==> src/rtl/fft_pkg.sv <==
// ---------------------------------------------------------------------------
// fft_pkg
// Shared constants for the FFT datapath: complex sample widths, default frame
// geometry and the input loader's state encoding.
// ---------------------------------------------------------------------------
package fft_pkg;

   // A complex sample is {real, imag}, each half of the full word.
   localparam int CMPLX_W = 64;
   localparam int HALF_W  = CMPLX_W / 2;

   // Default frame geometry; FFT_SIZE must equal 2**FFT_ADDR_W.
   localparam int FFT_SIZE   = 1024;
   localparam int FFT_ADDR_W = 10;

   // Loader states, kept as plain constants so older blocks can share them.
   localparam logic [1:0] LOAD  = 2'd0;
   localparam logic [1:0] FLUSH = 2'd1;
   localparam logic [1:0] FULL  = 2'd2;

endpackage

==> src/rtl/fft_bitrev.sv <==
// ---------------------------------------------------------------------------
// fft_bitrev
// Purely combinational bit reversal of a RAM address. Shared by the input
// loader and the FFT core's address generator.
// Ports:
//   addr      in   addr_size  natural-order index
//   addr_rev  out  addr_size  index with bit order reversed
// ---------------------------------------------------------------------------
module fft_bitrev
   import fft_pkg::*;
#(
   parameter int addr_size = FFT_ADDR_W
) (
   input  logic [addr_size-1:0] addr,
   output logic [addr_size-1:0] addr_rev
);

   always_comb begin
      addr_rev = '0;
      for (int i = 0; i < addr_size; i++) begin
         addr_rev[i] = addr[addr_size-1-i];
      end
   end

endmodule

==> src/rtl/fft_input_loader.sv <==
// ---------------------------------------------------------------------------
// fft_input_loader
// Streaming front end of the FFT. Accepts complex samples over valid/ready
// and writes them into port 0 of the sample RAM, optionally at bit-reversed
// addresses so the in-place radix-2 engine reads in butterfly order. Once a
// whole frame is resident it raises frame_ready and stalls input until the
// core returns the memory with a frame_ack pulse.
// Ports:
//   clk, rst_n    clock, asynchronous active-low reset
//   in_data       complex sample {real, imag}
//   in_valid      sample valid
//   in_last       expected on the final sample of a frame (checked only)
//   in_ready      loader can take a sample this cycle
//   ram_wr_en     RAM port 0 write enable
//   ram_addr      RAM port 0 address
//   ram_data      RAM port 0 write data
//   frame_ready   a complete frame is resident in RAM
//   frame_ack     one-cycle pulse from the core releasing the memory
//   frame_err     sticky in_last mismatch flag, cleared by frame_ack
//   sample_cnt    samples accepted so far in the current frame
// ---------------------------------------------------------------------------
module fft_input_loader
   import fft_pkg::*;
#(
   parameter int width     = CMPLX_W,
   parameter int size      = FFT_SIZE,
   parameter int addr_size = FFT_ADDR_W,
   parameter int bitrev    = 1
) (
   input  logic                 clk,
   input  logic                 rst_n,
   input  logic [width-1:0]     in_data,
   input  logic                 in_valid,
   input  logic                 in_last,
   output logic                 in_ready,
   output logic                 ram_wr_en,
   output logic [addr_size-1:0] ram_addr,
   output logic [width-1:0]     ram_data,
   output logic                 frame_ready,
   input  logic                 frame_ack,
   output logic                 frame_err,
   output logic [addr_size-1:0] sample_cnt
);

   localparam logic [addr_size-1:0] LAST_IDX = addr_size'(size - 1);

   logic [1:0]           state;
   logic [addr_size-1:0] idx;
   logic [addr_size-1:0] idx_rev;
   logic [addr_size-1:0] wr_addr;
   logic                 accept;
   logic                 idx_last;

   fft_bitrev #(
      .addr_size (addr_size)
   ) u_bitrev (
      .addr     (idx),
      .addr_rev (idx_rev)
   );

   assign in_ready   = (state == LOAD);
   assign accept     = in_valid && in_ready;
   assign idx_last   = (idx == LAST_IDX);
   assign sample_cnt = idx;
   assign wr_addr    = (bitrev != 0) ? idx_rev : idx;

   // The write port is a one-stage register: an accepted sample shows up on
   // the RAM port the following cycle, and address/data hold when idle so
   // the RAM sees stable values between writes.
   always_ff @(posedge clk or negedge rst_n) begin
      if (!rst_n) begin
         ram_wr_en <= 1'b0;
         ram_addr  <= '0;
         ram_data  <= '0;
         idx       <= '0;
      end else begin
         ram_wr_en <= accept;
         if (accept) begin
            ram_addr <= wr_addr;
            ram_data <= in_data;
            idx      <= idx_last ? '0 : idx + addr_size'(1);
         end
      end
   end

   // FLUSH exists so the final write is on the RAM port before frame_ready
   // rises; the core may start reading as soon as it sees frame_ready.
   always_ff @(posedge clk or negedge rst_n) begin
      if (!rst_n) begin
         state       <= LOAD;
         frame_ready <= 1'b0;
      end else begin
         case (state)
            LOAD: begin
               if (accept && idx_last) begin
                  state <= FLUSH;
               end
            end
            FLUSH: begin
               state       <= FULL;
               frame_ready <= 1'b1;
            end
            FULL: begin
               if (frame_ack) begin
                  state       <= LOAD;
                  frame_ready <= 1'b0;
               end
            end
            default: begin
               state       <= LOAD;
               frame_ready <= 1'b0;
            end
         endcase
      end
   end

   // in_last only flags framing trouble; the frame length is fixed by size.
   // A fresh mismatch takes priority over a simultaneous clear.
   always_ff @(posedge clk or negedge rst_n) begin
      if (!rst_n) begin
         frame_err <= 1'b0;
      end else if (accept && (in_last != idx_last)) begin
         frame_err <= 1'b1;
      end else if (frame_ack) begin
         frame_err <= 1'b0;
      end
   end

endmodule

==> config.mk <==
export PLATFORM = sky130hd
export DESIGN_NAME = fft_input_loader
export DESIGN_NICKNAME = d
export VERILOG_FILES = /design/src/rtl/fft_pkg.sv /design/src/rtl/fft_bitrev.sv /design/src/rtl/fft_input_loader.sv
export SDC_FILE = /design/constraint.sdc
export NUM_CORES = 1
export LEC_CHECK = 0
export CORE_UTILIZATION = 55
export DETAILED_ROUTE_END_ITERATION = 12
export DONT_BUFFER_PORTS = 1
export GPL_TIMING_DRIVEN = 1
export PLACE_DENSITY = 0.7
export SETUP_SLACK_MARGIN = 0.5
export SLEW_MARGIN = 20
export SYNTH_ARGS = -nofsm -noshare
export SYNTH_HDL_FRONTEND = slang
export SYNTH_SLANG_ARGS = --single-unit
==> constraint.sdc <==
create_clock -name clk -period 2.4 [get_ports clk]
set_input_delay 0.36 -clock clk [delete_from_list [all_inputs] [get_ports clk]]
set_output_delay 0.36 -clock clk [all_outputs]
set_load 0.03 [all_outputs]
==> flow_summary.yaml, run 1 <==
clock_network:
  clk_path_buf_depth: 2
  cts.sinks: 89
  htree_levels: 3
  tritoncts: "built"
  numCtsBuffers: 9
  clockRootBuffer: "clkbuf_8"
  clkTransAtPathRegs_ps: 80
  clk_latency_ps: 340
timing:
  hold_slack_ps: -293
  setup_violations: 0
  fin_setup_tns_ps: 0
  hold_viol: 89
  maxSlewViolCount: 0
  finalCritPeriodShare: 0.779
  max_clock_freq_mhz: 535
  fin_skew_ps: 11.3
  max_slew.worst_pin.slew_ps: 557
  min_period_ps: 1870
  rsz0062_at_grt: "true"
  relSlewSlack: 0.627
synth:
  synth_cells: 381
  synthFlopType: "dfrtp_1"
  yosys-top-cells-area: "dfrtp_1, nand2_1, clkbuf_1"
  synth_area_per_cell_um2: 9.03
  synth-warning-count: 0
  synth_seq_area_share: 0.648
  synth_area_leader_cell: "dfrtp_1"
  yosysTopAreaCellShare: 0.648
  async_flop_share: 1.00
  synth_cell_types: 29
  synth_area_um2: 3440
  synth_seq_cells: 89
  syn_nets: 451
  synth_edf_count: 0
route:
  num_vias: 2467
  avgRoutedWirePerCell_um: 15.3
  dr.pass1.iters: 4
  viasPerCell: 5.35
  post-route-drc-count: 0
  ant_nets: 0
  drt-initial-drc-count: 117
  drt_wl_total_mm: 7.08
power:
  p_comb_frac: 0.075
  pwr-share-clk: 0.314
  switchingPower_uw: 1210
  swShare: 0.328
  vdd_drop_max_uv: 581
  seqPwrFrac: 0.611
  p_leak_uw: 0.00201
  power_density_nw_per_um2: 980
  p_int_uw: 2490
critical_path:
  startpoint_type: "flop"
  crit_fanout: 4
  startpoint: "state[1]"
  worstPathArrival_ps: 2150
  worstSetupEndpointType: "flop"
  critPathMaxStageDelay_ps: 470
  crit_type: "flop to flop"
  rr_startpoint: "state[1]"
  crit_path_cell_trace: "or3b_4, or3_4, or4_1, nand3_1"
  required_ps: 2680
  cpMaxStageDelayCell: "or4_1"
status:
  status: "complete, but fails checks"
  violations: "hold timing"
floorplanning:
  num_io_pins: 157
  rows: 28
  initial_core_util: 0.574
  core_area_um2: 5990
  dieArea_um2: 6570
  die_x_um: 81.1
  die_h_um: 81.1
cells_and_area:
  post-route-util: 0.630
  nets: 452
  final_area_um2: 3770
  antenna_cells: 0
  syn2layout_area_growth_pct: 9.68
  drive_gt1_frac: 0.0699
  final_cell_count_no_fill: 461
placement:
  place_inst: 442
  routabilityCongestion: 0.809
  place_area_um2: 3510
  hpwl_mm: 4.70
  portBuffers: 0
flow_run:
  cap_violations: 0
global_route:
  first_global_vias: 2341
  grt_max_degree: 90
  antenna_found_initial: 0
  overflow: 0
  grt_pass1_wl_mm: 10.7
  grt_usage: 0.216
worst_hold_path:
  hp-class: "input pin to async pin"
==> repair_timing <==
action | in CTS | in global routing
setup buffers | 3 | 1
gates resized for setup | 2 | 1
hold endpoints to repair | 89 | 89
pin swaps | 1 | 0
setup endpoints to repair | 4 | 4
gates cloned | 0 | 0
==> cells in the mapped netlist (2+ instances only) <==
library cell / number
dfrtp_1: 89
nor3_1: 4
a21oi_1: 2
nand4_1: 3
xnor2_1: 4
o21ai_0: 4
clkbuf_1: 16
inv_1: 2
a21o_1: 2
a31oi_1: 2
nand2_1: 230
nor2_1: 4
nand3_1: 3
==> per-stage QoR <==
| stage | power, µW | hold WS, ps | setup WS (ps) |
|---|---|---|---|
| 3_3_place_gp | 2540 | 65.9 | 533 |
| 5_1_grt | 3870 | -326 | 485 |
| 3_5_place_dp | 2570 | 66.1 | 452 |
| 6_report | 3700 | -293 | 530 |
| 2_1_floorplan | 2450 | 64.4 | 536 |
| 4_1_cts | 3740 | -313 | 530 |
==> worst max-delay path, delay by kind of cell (launching register included) <==
kind | cells | cell delay, ps
DFF | 1 | 410
and+or+nand+nor | 4 | 1390
==> layer usage <==
layer | vias to the layer above | track usage | wire, µm
li1 | 1179 | - | -
met1 | 1176 | 0.260 | 3020
met4 | 0 | 0.100 | 55
met3 | 6 | 0.0663 | 536
met2 | 106 | 0.353 | 3460
met5 | - | 0 | 0
==> final cells by class <==
class / instances / area [µm²]
inverter: 3 / 11.3
tap: 75 / 93.8
sequential: 89 / 2230
timing repair buffer: 8 / 72.6
fill: 509 / 2220
clock inverter: 3 / 90.1
clock buffer: 12 / 135
multi-input combinational: 271 / 1140
==> cell families (layout without fill, tap and decap cells) <==
family	Yosys count	count (layout)	synth area share
compound gates	13	13	0.0229
mux	1	1	0.00327
xor+xnor	5	5	0.0127
simple gates	251	251	0.287
fa+ha+maj	1	1	0.00364
flops	89	89	0.648
buf+inv	21	26	0.0233
==> sequential cells by signal (all words and copies together) (netlist names) <==
register     cells
ram_data        64
sample_cnt      10
frame_ready      1
ram_addr        10
ram_wr_en        1
state            2
frame_err        1
==> cell usage in the layout, fill, tap and decap left out, types with 2 or more instances in the layout <==
cell type  count
o21ai_0        4
nand3_1        3
clkbuf_8       9
nor2_1         4
buf_4          7
inv_1          2
dfrtp_1       87
nand4_1        3
nor3_1         3
a21oi_1        2
xnor2_1        4
dfrtp_2        2
a31oi_1        2
clkbuf_1       3
nand2_1      230
bufinv_16      3
a21o_1         2
==> worst paths after layout <==
check	endpoint	slack (ps)	cells after the start
worst min register to register	frame_ready	640	2
worst max register to register	sample_cnt[9]	530	4
worst min-delay path	ram_data[62]	-290	0
max in group asynchronous	ram_data[58]	2590	0
worst max-delay path	sample_cnt[9]	530	4
min in group clk	frame_err	120	1
==> power by group through the flow <==
| stage | clock, µW | sequential, µW | combinational (µW) |
|---|---|---|---|
| 5_1_grt | 1250 | 2300 | 329 |
| 6_report | 1160 | 2260 | 279 |
| 3_5_place_dp | 0 | 2290 | 280 |
| 4_1_cts | 1190 | 2260 | 281 |
| 3_3_place_gp | 0 | 2280 | 264 |
| 2_1_floorplan | 0 | 2220 | 229 |
Note: power is estimated with default switching activity, not from simulation.
==> inputs of run 2 (changes only) <==
==> constraint.sdc (replaced) <==
create_clock -name clk -period 1.77 [get_ports clk]
set_input_delay 0.2655 -clock clk [delete_from_list [all_inputs] [get_ports clk]]
set_output_delay 0.2655 -clock clk [all_outputs]
set_load 0.03 [all_outputs]
==> run 2 against run 1 <==
Net effect: the run still ends with hold timing left; worst setup slack got worse by 500 ps; cell area increased by 20%; via count increased by 12%; die area unchanged; clock skew decreased by 1.7 ps; utilization increased by 13 points; critical path type unchanged.
==> flow_summary.yaml, run 2 (synthesis results as in run 1) <==
clock_network:
  clkTransAtPathRegs_ps: 90
  clockRootBuffer: "clkbuf_8"
  numCtsBuffers: 9
  htree_levels: 3
  clk_latency_ps: 350
  tritoncts: "built"
  clk_path_buf_depth: 2
  cts.sinks: 89
global_route:
  antenna_found_initial: 0
  grt_max_degree: 90
  grt_pass1_wl_mm: 13.3
  grt_usage: 0.281
  first_global_vias: 2633
  overflow: 0
cells_and_area:
  post-route-util: 0.759
  top_register: "ram_data"
  mostFrequentLayoutCells: "nand2_1, dfrtp_1, buf_4"
  syn2layout_area_growth_pct: 32.1
  final_common_cell: "nand2_1"
  antenna_cells: 0
  largest_reg_flops: 64
  nets: 492
  drive_gt1_frac: 0.200
  final_cell_count_no_fill: 501
timing:
  rsz0062_at_grt: "true"
  max_slew.worst_pin.slew_ps: 391
  finalCritPeriodShare: 0.984
  setup_slack_ps: 28.6
  min_period_ps: 1740
  max_clock_freq_mhz: 574
  fin_skew_ps: 9.65
  relSlewSlack: 0.738
  hold_viol: 89
  hold_slack_ps: -400
  setup_violations: 0
  maxSlewViolCount: 0
flow_run:
  cap_violations: 0
floorplanning:
  dieArea_um2: 6570
  die_h_um: 81.1
  initial_core_util: 0.574
  core_area_um2: 5990
  rows: 28
  die_x_um: 81.1
  num_io_pins: 157
critical_path:
  startpoint_type: "flop"
  crit_fanout: 3
  cp_top_family: "simple AND/OR/NAND/NOR gates"
  worstSetupEndpointType: "flop"
  crit_path_cell_trace: "or3b_4, or3_4, or4_4, nand3_2"
  critPathMaxStageDelay_ps: 420
  startpoint: "state[1]"
  rr_startpoint: "state[1]"
  worstPathArrival_ps: 2020
  path_buf_inv: 0
  reg2reg_slack_ps: 30
  crit_type: "flop to flop"
  required_ps: 2050
  cpMaxStageDelayCell: "or4_4"
route:
  avgRoutedWirePerCell_um: 17.9
  viasPerCell: 5.49
  post-route-drc-count: 0
  drt-initial-drc-count: 190
  num_vias: 2752
  ant_nets: 0
  dr.pass1.iters: 5
  drt_wl_total_mm: 8.95
power:
  p_total_uw: 5310
  vdd_drop_max_uv: 838
  power_density_nw_per_um2: 1170
  p_leak_uw: 0.00239
placement:
  portBuffers: 0
  place_ws_ps: 16.2
  place_inst: 455
  hpwl_mm: 4.82
  routabilityCongestion: 0.784
status:
  violations: "hold timing"
  status: "complete, but fails checks"
worst_hold_path:
  hp-class: "input pin to async pin"
[run 2: changes by cell type in the layout (fill, tap and decap cells not counted), sizes merged]
| cell | delta |
|---|---|
| inv | +1 |
| bufbuf | +6 |
| bufinv | -1 |
| dlygate4sd3 | +2 |
| buf | +31 |
| clkinvlp | +2 |
| clkbuf | -2 |
| clkinv | +1 |
[run 2: what timing repair did]
item                                    4_1_cts  5_1_grt
pin swaps                                     5        7
endpoints found under the setup margin       86       92
gates resized for setup                      26       17
gates cloned                                 12        0
buffers inserted                             14        3
hold endpoints to repair                     89       91
[run 2: worst register-to-register path, cell delays in order (launching register included)]
cell	delay (ps)
dfrtp_1	390
or3b_4	410
or3_4	380
or4_4	420
nand3_2	80
[run 2: metal layers]
layer	global-route usage	share of wire	routed length [µm]
met5	0	0	0
met4	0.0911	0.0080	72
met3	0.0933	0.077	690
met2	0.473	0.51	4540
met1	0.340	0.41	3650
[run 2: path summary, 6_finish.rpt]
| kind | endpoint | cells past startpoint |
|---|---|---|
| setup / recovery | sample_cnt[9] | 4 |
| hold / removal | ram_data[31] | 0 |
| setup reg to reg | sample_cnt[9] | 4 |
| hold reg to reg | sample_cnt[8] | 1 |
| max in group asynchronous | sample_cnt[1] | 0 |
| min in group clk | ram_data[38] | 2 |
[run 2: report_power, final]
group | total (µW) | switching [µW] | leakage, µW | internal, µW
Sequential | 2890 | 606 | 0.00109 | 2290
Combinational | 904 | 508 | 0.00120 | 396
Clock | 1510 | 689 | 0.000104 | 823
[run 2: area by class of cell]
class	count	area (µm²)
Timing Repair inverter	1	8.76
Multi-Input combinational cell	271	1230
Tap cell	75	93.8
Sequential cell	89	2230
Clock inverter	5	80.1
Inverter	3	23.8
Timing Repair Buffer	47	737
Clock buffer	10	138
Fill cell	400	1450
[run 2: stage by stage]
| step | cell area, µm² | TNS, ps | hold slack, ps |
|---|---|---|---|
| after floorplan | 3550 | -6.19 | -30.1 |
| after global placement | 3650 | 0 | -28.5 |
| after detailed placement | 3650 | 0 | -28.6 |
| after CTS | 4440 | 0 | -414 |
| after global routing | 4540 | -0.311 | -428 |
| final | 4540 | 0 | -400 |
